--- config.mk ---
export PLATFORM = sky130hd
export DESIGN_NAME = pipe_skid_reg
export DESIGN_NICKNAME = d
export VERILOG_FILES = /design/src/rtl/pipe_skid_reg.sv
export SDC_FILE = /design/constraint.sdc
export NUM_CORES = 1
export LEC_CHECK = 0
export ABC_AREA = 1
export ABC_CLOCK_PERIOD_IN_PS = 1800
export BUFFER_PORTS_ARGS = -buffer_cell sky130_fd_sc_hd__buf_4
export CORE_ASPECT_RATIO = 0.75
export CORE_MARGIN = 5
export CORE_UTILIZATION = 40
export DETAILED_ROUTE_END_ITERATION = 6
export PLACE_DENSITY = 0.63
export SLEW_MARGIN = 20
export SYNTH_ARGS = -nofsm -noshare
export SYNTH_HDL_FRONTEND = slang
export SYNTH_SLANG_ARGS = --single-unit
--- constraint.sdc ---
create_clock -name clk_i -period 1.8 [get_ports clk_i]
set_clock_uncertainty 0.05 [all_clocks]
set_input_delay 0.27 -clock clk_i [delete_from_list [all_inputs] [get_ports clk_i]]
set_output_delay 0.27 -clock clk_i [all_outputs]
set_load 0.05 [all_outputs]
--- src/rtl/pipe_skid_reg.sv ---
// Inter-stage pipeline register with optional skid entry: LANES slots of DATA_W bits
// moved as one bundle with valid/ready, flush and stall.
module pipe_skid_reg #(
   parameter int unsigned DATA_W = 32'd64,
   parameter int unsigned LANES  = 32'd1,
   parameter int unsigned SKID   = 32'd1
) (
   input  logic                      clk_i,
   input  logic                      rst_i,
   input  logic                      flush_i,
   input  logic                      stall_i,
   input  logic [LANES-1:0]          up_valid_i,
   input  logic [LANES*DATA_W-1:0]   up_data_i,
   output logic                      up_ready_o,
   output logic [LANES-1:0]          dn_valid_o,
   output logic [LANES*DATA_W-1:0]   dn_data_o,
   input  logic                      dn_ready_i,
   output logic [1:0]                occ_o
);

   typedef enum logic [1:0] {
      ST_EMPTY = 2'd0,
      ST_ONE   = 2'd1,
      ST_TWO   = 2'd2
   } state_e;

   state_e                    state_q, state_d;
   logic [LANES-1:0]          main_v_q, main_v_d;
   logic [LANES*DATA_W-1:0]   main_d_q, main_d_d;
   logic [LANES-1:0]          skid_v_q, skid_v_d;
   logic [LANES*DATA_W-1:0]   skid_d_q, skid_d_d;
   logic                      rdy_q, rdy_d;

   logic [LANES*DATA_W-1:0]   in_data;
   logic                      ready_comb;
   logic                      in_fire;
   logic                      out_fire;

   // Idle lanes are captured as zero so downstream never sees stale payload.
   always_comb begin
      in_data = '0;
      for (int unsigned k = 32'd0; k < LANES; k++) begin
         if (up_valid_i[k]) begin
            in_data[k*DATA_W +: DATA_W] = up_data_i[k*DATA_W +: DATA_W];
         end else begin
            in_data[k*DATA_W +: DATA_W] = '0;
         end
      end
   end

   assign ready_comb = (state_q == ST_EMPTY) | (dn_ready_i & ~stall_i);
   assign up_ready_o = (SKID != 32'd0) ? rdy_q : ready_comb;
   assign in_fire    = (|up_valid_i) & up_ready_o;
   assign out_fire   = (|main_v_q) & dn_ready_i & ~stall_i;

   // Next-state logic: flush empties everything; otherwise FIFO-ordered main/skid moves.
   always_comb begin
      state_d  = state_q;
      main_v_d = main_v_q;
      main_d_d = main_d_q;
      skid_v_d = skid_v_q;
      skid_d_d = skid_d_q;
      if (flush_i) begin
         state_d  = ST_EMPTY;
         main_v_d = '0;
         main_d_d = '0;
         skid_v_d = '0;
         skid_d_d = '0;
      end else begin
         case (state_q)
            ST_EMPTY: begin
               if (in_fire) begin
                  state_d  = ST_ONE;
                  main_v_d = up_valid_i;
                  main_d_d = in_data;
               end else begin
                  state_d  = ST_EMPTY;
               end
            end
            ST_ONE: begin
               if (in_fire && out_fire) begin
                  main_v_d = up_valid_i;
                  main_d_d = in_data;
               end else if (in_fire && (SKID != 32'd0)) begin
                  state_d  = ST_TWO;
                  skid_v_d = up_valid_i;
                  skid_d_d = in_data;
               end else if (out_fire) begin
                  state_d  = ST_EMPTY;
                  main_v_d = '0;
                  main_d_d = '0;
               end else begin
                  state_d  = ST_ONE;
               end
            end
            ST_TWO: begin
               if (out_fire) begin
                  state_d  = ST_ONE;
                  main_v_d = skid_v_q;
                  main_d_d = skid_d_q;
                  skid_v_d = '0;
                  skid_d_d = '0;
               end else begin
                  state_d  = ST_TWO;
               end
            end
            default: begin
               state_d  = ST_EMPTY;
               main_v_d = '0;
               main_d_d = '0;
               skid_v_d = '0;
               skid_d_d = '0;
            end
         endcase
      end
      rdy_d = (state_d != ST_TWO);
   end

   // State and payload registers; ready is a flop so it never sees dn_ready_i.
   always_ff @(posedge clk_i) begin
      if (rst_i) begin
         state_q  <= ST_EMPTY;
         main_v_q <= '0;
         main_d_q <= '0;
         skid_v_q <= '0;
         skid_d_q <= '0;
         rdy_q    <= 1'b1;
      end else begin
         state_q  <= state_d;
         main_v_q <= main_v_d;
         main_d_q <= main_d_d;
         skid_v_q <= skid_v_d;
         skid_d_q <= skid_d_d;
         rdy_q    <= rdy_d;
      end
   end

   assign dn_valid_o = main_v_q;
   assign dn_data_o  = main_d_q;
   assign occ_o      = state_q;

endmodule

# Word-level counts from Yosys, hierarchy flattened
# Index checks and enable logic that the tools add are counted.
[totals]
ff_bits = 133
inputBits = 70
out_inout_bits = 68
word_cells = 49
[classes]
n_eq_ne = 9
mux = 24
n_bitwise = 5
n_reduce_logical = 5
[ops]
columns = ["cell", "n"]
rows = [
  ["$mux 64", 7],
  ["$pmux 64 s3", 2],
  ["$ne 2x2->1 const B", 5],
  ["$mux 1", 8],
  ["$mux 2", 4],
  ["$reduce_and 4->1", 2],
  ["$ne 3x3->1 const B", 2],
  ["$pmux 1 s3", 2],
  ["$pmux 2 s3", 1],
  ["$and 1x1->1", 3],
  ["$eq 2x1->1 const B", 1],
  ["$eq 2x2->1 const B", 1],
  ["$logic_not 2->1", 1],
  ["$not 1->1", 2],
  ["$reduce_or 2->1", 1],
  ["$logic_and 1x1->1", 1],
]

# Longest topological paths before layout
[logic_depth]
depth_word = 8
ltp_mapped = 10
mapped_depth_nobuf = 8

# Worst setup path before layout
# No wires, ideal clock.
[synth_path]
path_kind = "register to register"
from = "register state_q[1], in the netlist occ_o[1]"
to = "register main_v_q, in the netlist dn_valid_o"
setup_time_ns = 0.132
t_arrival_ns = 1.570
required_ns = 1.618
path_slack_ns = 0.047
path_stages_with_launch = 10
path_buffers = 2
path_cell_list = "dfxtp_1 > inv_2 > nand2_4 > inv_2 > nand2_1 > nand2_2 > buf_4 > buf_2 > nand2_1 > a21oi_1"
[synth_via]
elab_chain_len = 3
elab_cells_between_ends = 9
[synth_lines]
columns = ["element", "line_no", "rtl"]
rows = [
  ["from (decl)", "27", "state_e state_q, state_d;"],
  ["from (signal assigned)", "129", "state_q <= state_d;"],
  ["$eq 2x1->1, or another cell as far along", "70", "case (state_q)"],
  ["$ne 3x3->1 (no line) or $ne 2x2->1 (tied branches)", "--", ""],
  ["$reduce_and 4->1 (no line)", "--", ""],
  ["to (signal assigned)", "130", "main_v_q <= main_v_d;"],
  ["to (decl)", "28", "logic [LANES-1:0] main_v_q, main_v_d;"],
]
# Parallel ways exist; a longest one is shown, timed or not.
# A chain may end at the register's enable or synchronous reset.

# Final worst setup path
[layout_path]
from = "register state_q[1], in the netlist occ_o[1]"
to = "register main_d_q[52], in the netlist dn_data_o[52]"
[layout_via]
elab_chain_len = 3
elab_cells_between_ends = 9
[layout_lines]
columns = ["element", "line_no", "rtl"]
rows = [
  ["$eq 2x1->1, or another cell as far along", "70", ""],
  ["$ne 3x3->1 (no line) or $ne 2x2->1 (tied branches)", "--", ""],
  ["$reduce_and 4->1 (no line)", "--", ""],
  ["to (signal assigned)", "131", "main_d_q <= main_d_d;"],
  ["to (decl)", "29", "logic [LANES*DATA_W-1:0] main_d_q, main_d_d;"],
]
# Parallel ways exist; a longest one is shown, timed or not.

==> reports/qor.csv <==
metric;value;unit
DP HPWL;13500;um
pwr dens;894;nW/um^2
layout filler cell count;1694;
Register-to-Register Path Depth;7;
Slowest cell on crit path;dfxtp_1;
Post-Syn Nets;1118;
vias in the first global route;7088;
Crit. End Element;flip-flop;
peak supply drop;0.543;mV
syn avg cell area;6.58;sq um
Synth Area in Adders;0;
Post-Place Worst Slack;90.8;ps
Post-CTS Setup Bufs;0;
top sig layer;met4;
area leader, netlist;dfxtp_1;
Final setup viols;0;
Area growth syn-to-layout;27.1;%
Simple-Gate Fraction of Synth Area;0.358;
Slew Limit Fails;0;
Die Wd;162;um
WS Path Type;reg -> reg;
main combinational cell family by area after synthesis;simple AND/OR/NAND/NOR gates;
relative slew slack;0.726;
full die area;20000;sq um
Starting DRT DRC Count;656;
Design Power;7.84;mW
final hold violation count;0;
FP Rows;41;
worst-margin pin slew;411;ps
remaining antenna violation count;0;
flop and latch count out of synthesis;133;
Layout Nets;1206;
Seq/Total Area, Yosys;0.386;
WL met2;9600;um
top cell type's share of synthesized area;0.386;
worst hold path class;in -> reg;
Critical path origin;occ_o[1];
root buffer cell;clkbuf_16;
Congestion Overflow GR;0;
DRC;0;
wire per inst;16.1;um
Synth Area in Compound Gates;0.145;
Worst R2R End;dn_data_o[52];
area occupied by multi-input gates;3490;sq um
Area contributors post-synth;dfxtp_1 39%, nand2_1 18%, nand4_1 11%;
minimum clock period;1620;ps
DR pass1 iterations;5;
final hold slack;92.7;ps
ratio of final minimum period to clock period;0.898;
clk_lat worst skew;420;ps
die height;124;um
CTS H-tree depth;4;
Mapped Cells;1048;
r2r setup slk;180;ps
largest net degree at the start of global routing;72;
Hold Crit Start;flush_i;
TritonCTS sink count;133;
worst stage delay on the critical path;450;ps
Post-Place Cells;1331;
Via density;5.47;
Pleak;3.76;nW
RSZ-0062 raised after global routing;false;
Critical Path Start Type;flip-flop;
worst r2r src;occ_o[1];
WL met3;1580;um
xor and xnor area share after synthesis;0;
first-pass GRT wire length;36400;um
WHS Endpoint;occ_o[0];
Initial Util;0.409;
Synth Cell Area;6900;sq um
mux contribution to synthesized area;0;
Crit Path Max Fanout;42;
GPL Wtd Cong;0.799;
Total Wirelength;21900;um
CTS tree;yes;
share of layout cells above drive strength 1;0.187;
ANT cells;0;
GRT Overall Usage;0.223;
synth unique cells;22;
max_cap viols;0;
register area;2660;sq um
Data required, critical path;2090;ps
CP arrival;1910;ps
crit-path cells;inv_2, nand2_4, nand3_2, nand2_2, clkbuf_8, nand2_1, a21oi_1;
WHS Path Cells;4;
Ys Warns;0;
Vias;7456;
setup slack after layout;184;ps
IO Count;138;
IO buf count;137;
Clock Path Buffers;2;
Metal-1 WL;10500;um
fmax;619;MHz
Finished Layout Cells;1364;
setup_tns;0;ps
initial antenna violation count;0;
register clock-pin slew on the reported worst setup and hold paths;50;ps
Num CTS Buffers;17;
area of the core;16900;sq um
status;completed;
==> through the flow <==
| stage | util | instance area [sq um] |
|---|---|---|
| after floorplan | - | 6900 |
| after global placement | 0.481 | 8120 |
| after detailed placement | 0.481 | 8120 |
| after CTS | 0.518 | 8750 |
| after global routing | 0.519 | 8760 |
| final | 0.519 | 8760 |
==> flip-flops by register name (all words and copies together) (netlist names) <==
| signal | count |
|---|---|
| up_ready_o | 1 |
| skid_d_q | 64 |
| dn_data_o | 64 |
| dn_valid_o | 1 |
| occ_o | 2 |
| skid_v_q | 1 |
==> worst max-delay path by stage <==
stage	to	slack (ps)
after global placement	dn_data_o[11]	170
final	dn_data_o[52]	180
after detailed placement	dn_data_o[54]	90
after floorplan	dn_valid_o	50
after CTS	dn_data_o[52]	60
after global routing	dn_data_o[40]	7
==> metal layers <==
metal  up-vias  global-route usage
li1       3704                   -
met1      3478               0.313
met2       250               0.341
met3        24              0.0496
met4         0              0.0730
met5         -                   0
==> logic make-up after synthesis <==
kind of cell / Yosys count
buffers and inverters: 175
and+or+nand+nor: 541
DFF: 133
AOI/OAI and AO/OA: 199
==> Yosys cell counts, drive strengths merged <==
cell type  instances
inv               73
nand2            339
nor3               1
clkbuf            43
nand4            122
a21oi            129
dfxtp            133
a211oi             2
nand3b             4
nor2               8
o21ai             68
nand3             67
buf               59
==> worst max-delay path: cells and delay by family (launching register included) <==
family,cells,cell delay [ps]
simple gates,4,450
flops,1,450
buf+inv,2,420
compound gates,1,170
==> what timing repair did <==
action | in CTS | in global routing
hold buffers | 1 | 0
endpoints found under the hold margin | 1 | 0
resized for setup | 0 | 4
setup endpoints to repair | 0 | 46
==> layout make-up <==
| cell class | instances | share of cell area |
|---|---|---|
| multi-input cells | 740 | 0.398 |
| repair buffers | 171 | 0.165 |
| inverters | 73 | 0.0318 |
| well taps | 215 | 0.0307 |
| flip-flops and latches | 133 | 0.304 |
| clock buffers | 22 | 0.0530 |
| clock inverters | 10 | 0.0174 |
==> power by group <==
part	internal, mW	switching [mW]
Clock	2.38	1.31
Sequential	2.99	0.0267
Combinational	0.370	0.760
==> cells in the final DEF, fill, tap and decap left out, types with 2 or more instances in the layout <==
cell type,n
nor2_4,3
buf_6,2
nand2_2,4
nand4_1,122
bufinv_16,4
buf_4,155
nand3_1,65
nand3_2,2
o21ai_0,27
dfxtp_1,133
clkinv_2,5
a21oi_1,129
nor2_1,5
a211oi_1,2
nand3b_1,4
clkbuf_16,17
inv_4,2
inv_2,4
buf_12,12
clkbuf_1,3
inv_1,67
nand2_1,334
clkbuf_8,3
o21ai_1,41
Note: power is estimated with default switching activity, not from simulation.
